`src/rtl/pipeline_hazard_ctrl_if.sv`:
```
// Pipeline-to-hazard-controller bundle: per-stage hazard sources in, freeze/flush controls and debug status out.
// master = pipeline datapath side, slave = hazard controller side.
interface pipeline_hazard_ctrl_if #(
    parameter int REG_W       = 4,
    parameter int STALL_CNT_W = 16
);
    logic                   id_valid;
    logic [REG_W-1:0]       src1;
    logic [REG_W-1:0]       src2;
    logic                   two_src;
    logic                   exe_wb_en;
    logic [REG_W-1:0]       exe_dest;
    logic                   exe_mem_r_en;
    logic                   mem_wb_en;
    logic [REG_W-1:0]       mem_dest;
    logic                   branch_taken;
    logic                   mem_access;
    logic                   mem_ready;
    logic                   freeze_pc;
    logic                   freeze_if_id;
    logic                   freeze_id_exe;
    logic                   freeze_exe_mem;
    logic                   freeze_mem_wb;
    logic                   flush_if_id;
    logic                   flush_id_exe;
    logic                   hazard;
    logic                   mem_err;
    logic [STALL_CNT_W-1:0] stall_cnt;

    modport master (
        output id_valid, src1, src2, two_src, exe_wb_en, exe_dest, exe_mem_r_en,
               mem_wb_en, mem_dest, branch_taken, mem_access, mem_ready,
        input  freeze_pc, freeze_if_id, freeze_id_exe, freeze_exe_mem, freeze_mem_wb,
               flush_if_id, flush_id_exe, hazard, mem_err, stall_cnt
    );

    modport slave (
        input  id_valid, src1, src2, two_src, exe_wb_en, exe_dest, exe_mem_r_en,
               mem_wb_en, mem_dest, branch_taken, mem_access, mem_ready,
        output freeze_pc, freeze_if_id, freeze_id_exe, freeze_exe_mem, freeze_mem_wb,
               flush_if_id, flush_id_exe, hazard, mem_err, stall_cnt
    );
endinterface

```
`src/rtl/pipeline_hazard_ctrl.sv`:
```
// Central freeze/flush controller for the 5-stage pipeline (RAW, branch, SRAM wait, timeout halt).
// Optional macro FWD_EN: forwarding unit present, so only EXE load-use hazards stall.
module pipeline_hazard_ctrl #(
    parameter int REG_W       = 4,
    parameter int MEM_TIMEOUT = 64,
    parameter int STALL_CNT_W = 16
) (
    input logic                  clk,
    input logic                  rst,
    pipeline_hazard_ctrl_if.slave hif
);
    localparam int WAIT_W = $clog2(MEM_TIMEOUT + 1);
    localparam logic [WAIT_W-1:0]      WAIT_ZERO = WAIT_W'(0);
    localparam logic [WAIT_W-1:0]      WAIT_ONE  = WAIT_W'(1);
    localparam logic [WAIT_W-1:0]      WAIT_MAX  = WAIT_W'(MEM_TIMEOUT);
    localparam logic [STALL_CNT_W-1:0] CNT_ZERO  = {STALL_CNT_W{1'b0}};
    localparam logic [STALL_CNT_W-1:0] CNT_ONE   = STALL_CNT_W'(1);
    localparam logic [STALL_CNT_W-1:0] CNT_MAX   = {STALL_CNT_W{1'b1}};

    // Control vector layout: {freeze pc, if_id, id_exe, exe_mem, mem_wb, flush if_id, flush id_exe}
    localparam logic [6:0] CTL_NONE   = 7'b00000_00;
    localparam logic [6:0] CTL_FREEZE = 7'b11111_00;
    localparam logic [6:0] CTL_BRANCH = 7'b00000_11;
    localparam logic [6:0] CTL_BUBBLE = 7'b11000_01;

    typedef enum logic [1:0] {
        ST_RUN      = 2'd0,
        ST_MEM_WAIT = 2'd1,
        ST_HALT     = 2'd2
    } state_t;

    state_t                 state_r;
    state_t                 state_s;
    logic [WAIT_W-1:0]      wait_cnt_r;
    logic [WAIT_W-1:0]      wait_cnt_s;
    logic [STALL_CNT_W-1:0] stall_cnt_r;
    logic                   mem_err_r;
    logic                   mem_err_s;
    logic                   hazard_s;
    logic                   mstall_s;
    logic                   stall_inc_s;
    logic [6:0]             ctl_s;

    function automatic logic producer_match(input logic [REG_W-1:0] src,
                                            input logic [REG_W-1:0] dest,
                                            input logic             wb_en);
        return wb_en & (src == dest);
    endfunction

    // Branch flush outranks the hazard bubble; both are only taken when memory is not stalling.
    function automatic logic [6:0] run_ctl(input logic br, input logic hz);
        if (br) begin
            return CTL_BRANCH;
        end else if (hz) begin
            return CTL_BUBBLE;
        end else begin
            return CTL_NONE;
        end
    endfunction

    // Raw hazard detection on the ID-stage operands
    always_comb begin
`ifdef FWD_EN
        hazard_s = hif.id_valid & hif.exe_mem_r_en & hif.exe_wb_en &
                   ((hif.src1 == hif.exe_dest) | (hif.two_src & (hif.src2 == hif.exe_dest)));
`else
        hazard_s = hif.id_valid &
                   (producer_match(hif.src1, hif.exe_dest, hif.exe_wb_en) |
                    producer_match(hif.src1, hif.mem_dest, hif.mem_wb_en) |
                    (hif.two_src &
                     (producer_match(hif.src2, hif.exe_dest, hif.exe_wb_en) |
                      producer_match(hif.src2, hif.mem_dest, hif.mem_wb_en))));
`endif
    end

    assign mstall_s = hif.mem_access & ~hif.mem_ready;

    // Next-state and freeze/flush decode; every output forced quiet while rst is held
    always_comb begin
        state_s    = state_r;
        wait_cnt_s = wait_cnt_r;
        mem_err_s  = mem_err_r;
        ctl_s      = CTL_NONE;
        if (rst) begin
            ctl_s = CTL_NONE;
        end else begin
            case (state_r)
                ST_RUN: begin
                    if (mstall_s) begin
                        ctl_s      = CTL_FREEZE;
                        state_s    = ST_MEM_WAIT;
                        wait_cnt_s = WAIT_ONE;
                    end else begin
                        ctl_s = run_ctl(hif.branch_taken, hazard_s);
                    end
                end
                ST_MEM_WAIT: begin
                    // The MEM-stage access is held, so only mem_ready matters here
                    if (hif.mem_ready) begin
                        ctl_s      = run_ctl(hif.branch_taken, hazard_s);
                        state_s    = ST_RUN;
                        wait_cnt_s = WAIT_ZERO;
                    end else if (wait_cnt_r < WAIT_MAX) begin
                        ctl_s      = CTL_FREEZE;
                        wait_cnt_s = wait_cnt_r + WAIT_ONE;
                    end else begin
                        ctl_s     = CTL_FREEZE;
                        state_s   = ST_HALT;
                        mem_err_s = 1'b1;
                    end
                end
                ST_HALT: begin
                    ctl_s     = CTL_FREEZE;
                    mem_err_s = 1'b1;
                end
                default: begin
                    ctl_s      = CTL_FREEZE;
                    state_s    = ST_RUN;
                    wait_cnt_s = WAIT_ZERO;
                end
            endcase
        end
    end

    assign stall_inc_s = ctl_s[6] & ((state_r == ST_RUN) | (state_r == ST_MEM_WAIT));

    // State, wait counter, sticky error and saturating stall counter
    always_ff @(posedge clk) begin
        if (rst) begin
            state_r     <= ST_RUN;
            wait_cnt_r  <= WAIT_ZERO;
            stall_cnt_r <= CNT_ZERO;
            mem_err_r   <= 1'b0;
        end else begin
            state_r    <= state_s;
            wait_cnt_r <= wait_cnt_s;
            mem_err_r  <= mem_err_s;
            if (stall_inc_s && (stall_cnt_r != CNT_MAX)) begin
                stall_cnt_r <= stall_cnt_r + CNT_ONE;
            end
        end
    end

    assign hif.freeze_pc      = ctl_s[6];
    assign hif.freeze_if_id   = ctl_s[5];
    assign hif.freeze_id_exe  = ctl_s[4];
    assign hif.freeze_exe_mem = ctl_s[3];
    assign hif.freeze_mem_wb  = ctl_s[2];
    assign hif.flush_if_id    = ctl_s[1];
    assign hif.flush_id_exe   = ctl_s[0];
    assign hif.hazard         = hazard_s;
    assign hif.mem_err        = mem_err_r;
    assign hif.stall_cnt      = stall_cnt_r;
endmodule

```
`src/flat_wrapper.sv`:
```
// flat-port wrapper written by rule: the top's interface ports become plain ports
module pipeline_hazard_ctrl_flat 
#(
    parameter int REG_W       = 4,
    parameter int MEM_TIMEOUT = 64,
    parameter int STALL_CNT_W = 16
)
  (clk, rst, hif_id_valid, hif_src1, hif_src2, hif_two_src, hif_exe_wb_en, hif_exe_dest, hif_exe_mem_r_en, hif_mem_wb_en, hif_mem_dest, hif_branch_taken, hif_mem_access, hif_mem_ready, hif_freeze_pc, hif_freeze_if_id, hif_freeze_id_exe, hif_freeze_exe_mem, hif_freeze_mem_wb, hif_flush_if_id, hif_flush_id_exe, hif_hazard, hif_mem_err, hif_stall_cnt);
  pipeline_hazard_ctrl_if #(.REG_W(REG_W), .STALL_CNT_W(STALL_CNT_W)) hif_i ();
  input logic clk;
  input logic rst;
  input wire logic [$bits(hif_i.id_valid)-1:0] hif_id_valid;
  input wire logic [$bits(hif_i.src1)-1:0] hif_src1;
  input wire logic [$bits(hif_i.src2)-1:0] hif_src2;
  input wire logic [$bits(hif_i.two_src)-1:0] hif_two_src;
  input wire logic [$bits(hif_i.exe_wb_en)-1:0] hif_exe_wb_en;
  input wire logic [$bits(hif_i.exe_dest)-1:0] hif_exe_dest;
  input wire logic [$bits(hif_i.exe_mem_r_en)-1:0] hif_exe_mem_r_en;
  input wire logic [$bits(hif_i.mem_wb_en)-1:0] hif_mem_wb_en;
  input wire logic [$bits(hif_i.mem_dest)-1:0] hif_mem_dest;
  input wire logic [$bits(hif_i.branch_taken)-1:0] hif_branch_taken;
  input wire logic [$bits(hif_i.mem_access)-1:0] hif_mem_access;
  input wire logic [$bits(hif_i.mem_ready)-1:0] hif_mem_ready;
  output wire logic [$bits(hif_i.freeze_pc)-1:0] hif_freeze_pc;
  output wire logic [$bits(hif_i.freeze_if_id)-1:0] hif_freeze_if_id;
  output wire logic [$bits(hif_i.freeze_id_exe)-1:0] hif_freeze_id_exe;
  output wire logic [$bits(hif_i.freeze_exe_mem)-1:0] hif_freeze_exe_mem;
  output wire logic [$bits(hif_i.freeze_mem_wb)-1:0] hif_freeze_mem_wb;
  output wire logic [$bits(hif_i.flush_if_id)-1:0] hif_flush_if_id;
  output wire logic [$bits(hif_i.flush_id_exe)-1:0] hif_flush_id_exe;
  output wire logic [$bits(hif_i.hazard)-1:0] hif_hazard;
  output wire logic [$bits(hif_i.mem_err)-1:0] hif_mem_err;
  output wire logic [$bits(hif_i.stall_cnt)-1:0] hif_stall_cnt;
  assign hif_i.id_valid = hif_id_valid;
  assign hif_i.src1 = hif_src1;
  assign hif_i.src2 = hif_src2;
  assign hif_i.two_src = hif_two_src;
  assign hif_i.exe_wb_en = hif_exe_wb_en;
  assign hif_i.exe_dest = hif_exe_dest;
  assign hif_i.exe_mem_r_en = hif_exe_mem_r_en;
  assign hif_i.mem_wb_en = hif_mem_wb_en;
  assign hif_i.mem_dest = hif_mem_dest;
  assign hif_i.branch_taken = hif_branch_taken;
  assign hif_i.mem_access = hif_mem_access;
  assign hif_i.mem_ready = hif_mem_ready;
  assign hif_freeze_pc = hif_i.freeze_pc;
  assign hif_freeze_if_id = hif_i.freeze_if_id;
  assign hif_freeze_id_exe = hif_i.freeze_id_exe;
  assign hif_freeze_exe_mem = hif_i.freeze_exe_mem;
  assign hif_freeze_mem_wb = hif_i.freeze_mem_wb;
  assign hif_flush_if_id = hif_i.flush_if_id;
  assign hif_flush_id_exe = hif_i.flush_id_exe;
  assign hif_hazard = hif_i.hazard;
  assign hif_mem_err = hif_i.mem_err;
  assign hif_stall_cnt = hif_i.stall_cnt;
  pipeline_hazard_ctrl #(.REG_W(REG_W), .MEM_TIMEOUT(MEM_TIMEOUT), .STALL_CNT_W(STALL_CNT_W)) u_core (.clk(clk), .rst(rst), .hif(hif_i));
endmodule
```
`config.mk`:
```
export PLATFORM = sky130hd
export DESIGN_NAME = pipeline_hazard_ctrl_flat
export DESIGN_NICKNAME = d
export VERILOG_FILES = /design/src/rtl/pipeline_hazard_ctrl_if.sv /design/src/rtl/pipeline_hazard_ctrl.sv /design/src/flat_wrapper.sv
export SDC_FILE = /design/constraint.sdc
export NUM_CORES = 1
export LEC_CHECK = 0
export CAP_MARGIN = 20
export CORE_ASPECT_RATIO = 0.75
export CORE_MARGIN = 4
export CORE_UTILIZATION = 35
export CTS_BUF_LIST = sky130_fd_sc_hd__clkbuf_2
export DETAILED_ROUTE_END_ITERATION = 10
export HOLD_SLACK_MARGIN = 0.15
export PLACE_DENSITY = 0.64
export SYNTH_ARGS = -nofsm -noshare
export SYNTH_HDL_FRONTEND = slang
export SYNTH_SLANG_ARGS = --single-unit
```
`constraint.sdc`:
```
create_clock -name clk -period 4.8 [get_ports clk]
set_input_delay 0.96 -clock clk [delete_from_list [all_inputs] [get_ports clk]]
set_output_delay 0.96 -clock clk [all_outputs]
set_load 0.05 [all_outputs]
```
==> Yosys cells after proc, flatten, opt, wreduce, memory -nomap -nowiden <==
Cells that the tools add are included.
{ "word_totals": {"output_inout_bits": 25, "reg_bits": 26} }
{ "classes": {"n_mux": 17, "reduce_logical": 6, "n_addsub": 2, "magnitude_cmp": 1, "n_bitwise": 14, "eq_ne": 12} }
{ "ops": {"columns": ["op", "count"], "rows": [
  ["7-bit 2-to-1 mux", 8],
  ["7-bit one-hot mux with 3 select lines", 1],
  ["16-bit by 1-bit adder with 16-bit output (second input constant)", 1],
  ["4-bit equality test", 4],
  ["16-bit != test (second input constant)", 1],
  ["7-bit one-hot mux with 2 select lines", 1],
  ["3-bit AND reduction", 3],
  ["1-bit bitwise AND", 8],
  ["7-bit by 1-bit adder with 7-bit output (second input constant)", 1],
  ["7-bit < comparator (second input constant)", 1],
  ["2-bit 2-to-1 mux", 3],
  ["2-bit one-hot mux with 3 select lines", 1],
  ["2-bit != test (second input constant)", 2],
  ["1-bit bitwise OR", 4],
  ["3-bit by 2-bit != test with 1-bit output (second input constant)", 1],
  ["3-bit != test (second input constant)", 1],
  ["2-bit by 1-bit equality test with 1-bit output (second input constant)", 1],
  ["2-bit equality test (second input constant)", 1],
  ["2-bit logical NOT", 1],
  ["1-bit 2-to-1 mux", 2],
  ["2-bit by 1-bit != test with 1-bit output (second input constant)", 1],
  ["1-bit NOT", 2],
  ["1-bit one-hot mux with 2 select lines", 1],
  ["2-bit nonzero test", 1],
  ["1-bit logical AND", 1]
]} }

==> Depth between registers and ports, before layout <==
{ "depth": {"ltp_word": 13, "ltp_mapped": 10} }

==> Worst setup path before layout <==
Ideal clock, no wire load.
{ "synth_timing": {"kind": "input-to-output", "start": "input hif_exe_dest[0]", "end": "output hif_flush_id_exe", "path_buffers": 0, "slack_ps": 980, "t_required_ps": 3840, "stages": 5, "arrival_ps": 2860, "path_cell_list": "xor2_1 nor3_2 nand4_1 a31oi_1 o21a_1"} }
{ "synth_via": {"elab_chain_len": 11, "elab_cells_between_ends": 15, "classes_between": "2 x eq/ne; 6 x mux; 7 x bitwise"} }
{ "synth_rtl": {"columns": ["element", "line", "rtl"], "rows": [
  ["from (decl)", "flat_wrapper.sv:17", "input wire logic [$bits(hif_i.exe_dest)-1:0] hif_exe_dest;"],
  ["4-bit equality test", "pipeline_hazard_ctrl.sv:47", "return wb_en & (src == dest);"],
  ["1-bit bitwise AND", "pipeline_hazard_ctrl.sv:47", null],
  ["1-bit bitwise OR", "pipeline_hazard_ctrl.sv:71", "(producer_match(hif.src2, hif.exe_dest, hif.exe_wb_en) |"],
  ["1-bit bitwise AND", "pipeline_hazard_ctrl.sv:70", "(hif.two_src &"],
  ["1-bit bitwise OR (*)", "pipeline_hazard_ctrl.sv:69", "producer_match(hif.src1, hif.mem_dest, hif.mem_wb_en) |"],
  ["1-bit bitwise AND (*)", "pipeline_hazard_ctrl.sv:67", "hazard_s = hif.id_valid &"],
  ["net hif_hazard", "flat_wrapper.sv:31", "output wire logic [$bits(hif_i.hazard)-1:0] hif_hazard;"],
  ["7-bit 2-to-1 mux (*)", "pipeline_hazard_ctrl.sv:54", "end else if (hz) begin"],
  ["7-bit 2-to-1 mux (*)", "pipeline_hazard_ctrl.sv:52", "if (br) begin"],
  ["7-bit 2-to-1 mux (on tied branches)", "pipeline_hazard_ctrl.sv:99, pipeline_hazard_ctrl.sv:89", null],
  ["7-bit one-hot mux with 2 select lines (*)", "pipeline_hazard_ctrl.sv:87", "case (state_r)"],
  ["7-bit 2-to-1 mux (*)", "pipeline_hazard_ctrl.sv:84", "if (rst) begin"],
  ["to (decl)", "flat_wrapper.sv:30", "output wire logic [$bits(hif_i.flush_id_exe)-1:0] hif_flush_id_exe;"]
]} }
Mark *: on every way through the listed nets, which the timed path passes. The rest lies on a longest branch.

==> Final worst setup path <==
{ "layout_timing": {"start": "input hif_src2[2]", "end": "output hif_flush_id_exe"} }
{ "layout_via": {"elab_chain_len": 11, "elab_cells_between_ends": 14, "classes_between": "2 x eq/ne; 6 x mux; 6 x bitwise"} }
{ "layout_rtl": {"columns": ["element", "line", "rtl"], "rows": [
  ["from (decl)", "flat_wrapper.sv:14", "input wire logic [$bits(hif_i.src2)-1:0] hif_src2;"],
  ["4-bit equality test", "pipeline_hazard_ctrl.sv:47", null],
  ["1-bit bitwise AND", "pipeline_hazard_ctrl.sv:47", null],
  ["1-bit bitwise OR (*)", "pipeline_hazard_ctrl.sv:71", null],
  ["1-bit bitwise AND (*)", "pipeline_hazard_ctrl.sv:70", null],
  ["1-bit bitwise OR (*)", "pipeline_hazard_ctrl.sv:69", null],
  ["1-bit bitwise AND (*)", "pipeline_hazard_ctrl.sv:67", null],
  ["7-bit 2-to-1 mux (*)", "pipeline_hazard_ctrl.sv:54", null],
  ["7-bit 2-to-1 mux (*)", "pipeline_hazard_ctrl.sv:52", null],
  ["7-bit 2-to-1 mux (on tied branches)", "pipeline_hazard_ctrl.sv:99, pipeline_hazard_ctrl.sv:89", null],
  ["7-bit one-hot mux with 2 select lines (*)", "pipeline_hazard_ctrl.sv:87", null],
  ["7-bit 2-to-1 mux (*)", "pipeline_hazard_ctrl.sv:84", null]
]} }
Mark *: on every way between the ends. The rest lies on a longest branch, timed or not.

==> reports/qor.csv <==
metric;value;unit
clockBufferDepth;2;
worstPathMaxFanout;2;
crit_path_end_kind;output pin;
dp_hpwl;2.55;mm
maxSlewHeadroom;0.403;
setup_ws;0.723;ns
firstDrtPassIters;4;
layout_commonest_cell;clkdlybuf4s50_1;
grt_util_all_layers;0.126;
viasPerCell;4.90;
synthesis.area;1480;sq um
muxShareOfSynthArea;0.0144;
finalCritPeriodShare;0.849;
skew;0.00659;ns
post-place-cells;282;
reg2reg_from;u_core.hif.stall_cnt[0];
row_count;20;
clk_pin_slew;0.24;ns
powerDensity;219;nW/um^2
core;4080;sq um
r2r_end;u_core.hif.stall_cnt[15];
die-area;5350;sq um
cp-start-kind;primary input;
synth_compound_area_frac;0.166;
gp_congestion;0.770;
vias;1400;
holdCritPathClass;register to register;
die_w;83.1;um
worstSetupStartpoint;hif_src2[2];
crit_arrival;3.12;ns
hold_slack;0.501;ns
ys_ff_latch;26;
syn-mean-instance-area;7.92;sq um
finalSetupViolations;0;
rr_worst_depth;6;
mostFrequentLayoutCells;clkdlybuf4s50_1 (47), dfxtp_1 (26), a21oi_1 (19), nor2_1 (18), xor2_1 (15);
grt.overflow.total;0;
syn_inst;187;
cp.required;3.84;ns
cts-resized-gates;0;
antenna_left;0;
die_height;64.3;um
synthSimpleGateAreaFrac;0.276;
grt_pass1_wl;5.67;mm
drive_gt1_frac;0.0519;
hold_violations;0;
cts_buffers;3;
grt_max_degree;30;
wl_per_cell;11.6;um
ir_drop;0.0986;mV
status;finished, final reports clean;
hold_buffers;0;
area_growth;37.0;%
rsz0062_at_grt;no;
insertedDiodeCount;0;
boundaryPins;51;
drc;0;
setup.worst_path.class;primary input to output pin;
drv_cap;0;
rrSetupSlack;2.61;ns
numClockSinks;26;
timing.fmax;0.245;GHz
syn-num-nets;215;
yosys.area_share.adder;0.0169;
power;444;uW
worst_pin_slew;0.895;ns
ys_seq_area_frac;0.351;
dpl_worst_slack;0.728;ns
fillCellCount;393;
slew_viol_final;0;
setup-tns-final;0;ns
fin_crit;4.08;ns
drt_iter0_drc;44;
yosysUniqueCellTypes;34;
fin_nets;260;
stdcell_count;286;
power.leakage;0.694;nW
synth-xor-area-share;0.118;
wirelength;3.32;mm
io_buffers;49;
synth_top_family_by_area;simple AND/OR/NAND/NOR gates;
tritoncts;yes;
ys_warn_count;0;
worstSkewPairLatency;0.35;ns
endpoint;hif_flush_id_exe;
htreeDepth;1;
root_buffer;clkbuf_2;
start_util;0.363;
cts_setup_buffers;0;
antenna_found_initial;0;
grt_pass1_vias;1307;
## layer usage
layer | global-route usage | wire [um] | vias to the layer above
li1 | - | - | 756
met1 | 0.170 | 1680 | 602
met2 | 0.202 | 1390 | 42
met3 | 0.0438 | 251 | 0
met4 | 0.0122 | 0 | 0
met5 | 0 | 0 | -
## sequential cells by signal, indices dropped and copies added, names as in the netlist
signal and count:
u_core.hif.stall_cnt 16, u_core.wait_cnt_r 7, u_core.state_r 2, u_core.hif.mem_err 1
## area by class of cell
cell class	instances	area, sq um	area share
multi-input combinational	144	876	0.432
sequential	26	520	0.256
timing repair buffer	50	493	0.243
tap	55	68.8	0.0339
clock inverter	1	30.0	0.0148
inverter	7	26.3	0.0129
clock buffer	3	15.0	0.00740
## how the worst min path moves through the flow
stage | slack [ns] | end | depth (start not counted) | startpoint
floorplan | 0.45 | u_core.wait_cnt_r[1] | 2 | u_core.wait_cnt_r[1]
global placement | 0.47 | u_core.wait_cnt_r[1] | 2 | u_core.wait_cnt_r[1]
detailed placement | 0.47 | u_core.wait_cnt_r[1] | 2 | u_core.wait_cnt_r[1]
CTS | 0.50 | u_core.wait_cnt_r[1] | 2 | u_core.wait_cnt_r[1]
global route | 0.54 | u_core.wait_cnt_r[1] | 2 | u_core.wait_cnt_r[1]
finish | 0.50 | u_core.wait_cnt_r[1] | 2 | u_core.wait_cnt_r[1]
## cell families after synthesis
logic type      count (synthesis)
simple gates                   78
flops                          26
fa+ha+maj                       2
compound gates                 42
xor+xnor                       20
buf+inv                        17
mux                             2
## power breakdown
group	total (mW)	switching [mW]	internal [mW]
clock network	0.138	0.0665	0.0717
registers	0.221	0.00259	0.219
logic	0.0843	0.0461	0.0382
total	0.444	0.115	0.329
## cells in the mapped netlist (all sizes together)
cell type,instances,area (sq um)
and2,1,6.26
and4,1,8.76
and3,4,25.0
xor2,15,131
or3,9,56.3
buf,6,43.8
a31oi,5,37.5
a311oi,1,8.76
nand2,9,33.8
xnor2,5,43.8
mux2,1,11.3
or2,1,6.26
a21oi,19,95.1
mux2i,1,10.0
ha,2,25.0
nor2b,2,12.5
clkbuf,4,15.0
or4,5,37.5
nor3,7,40.0
nor2,18,67.6
o21a,1,7.51
nand4,6,37.5
nor4,2,12.5
o31ai,4,30.0
a21o,1,7.51
nand3,13,65.1
dfxtp,26,521
inv,7,26.3
o21ai,11,58.8
## stage by stage
step	utilization	cell area (sq um)
3_5_place_dp	0.487	1980
6_report	0.498	2030
2_1_floorplan	-	1480
4_1_cts	0.498	2030
5_1_grt	0.498	2030
3_3_place_gp	0.487	1980
## worst max-delay path, stage by stage
cell and delay [ns]:
clkdlybuf4s50_1 0.51, xnor2_1 0.13, nand3_1 0.09, nor4_1 0.18, a31oi_1 0.11, a31oi_1 0.20, o21a_1 0.13, clkdlybuf4s50_1 0.80
Note: power is estimated with default switching activity, not from simulation.
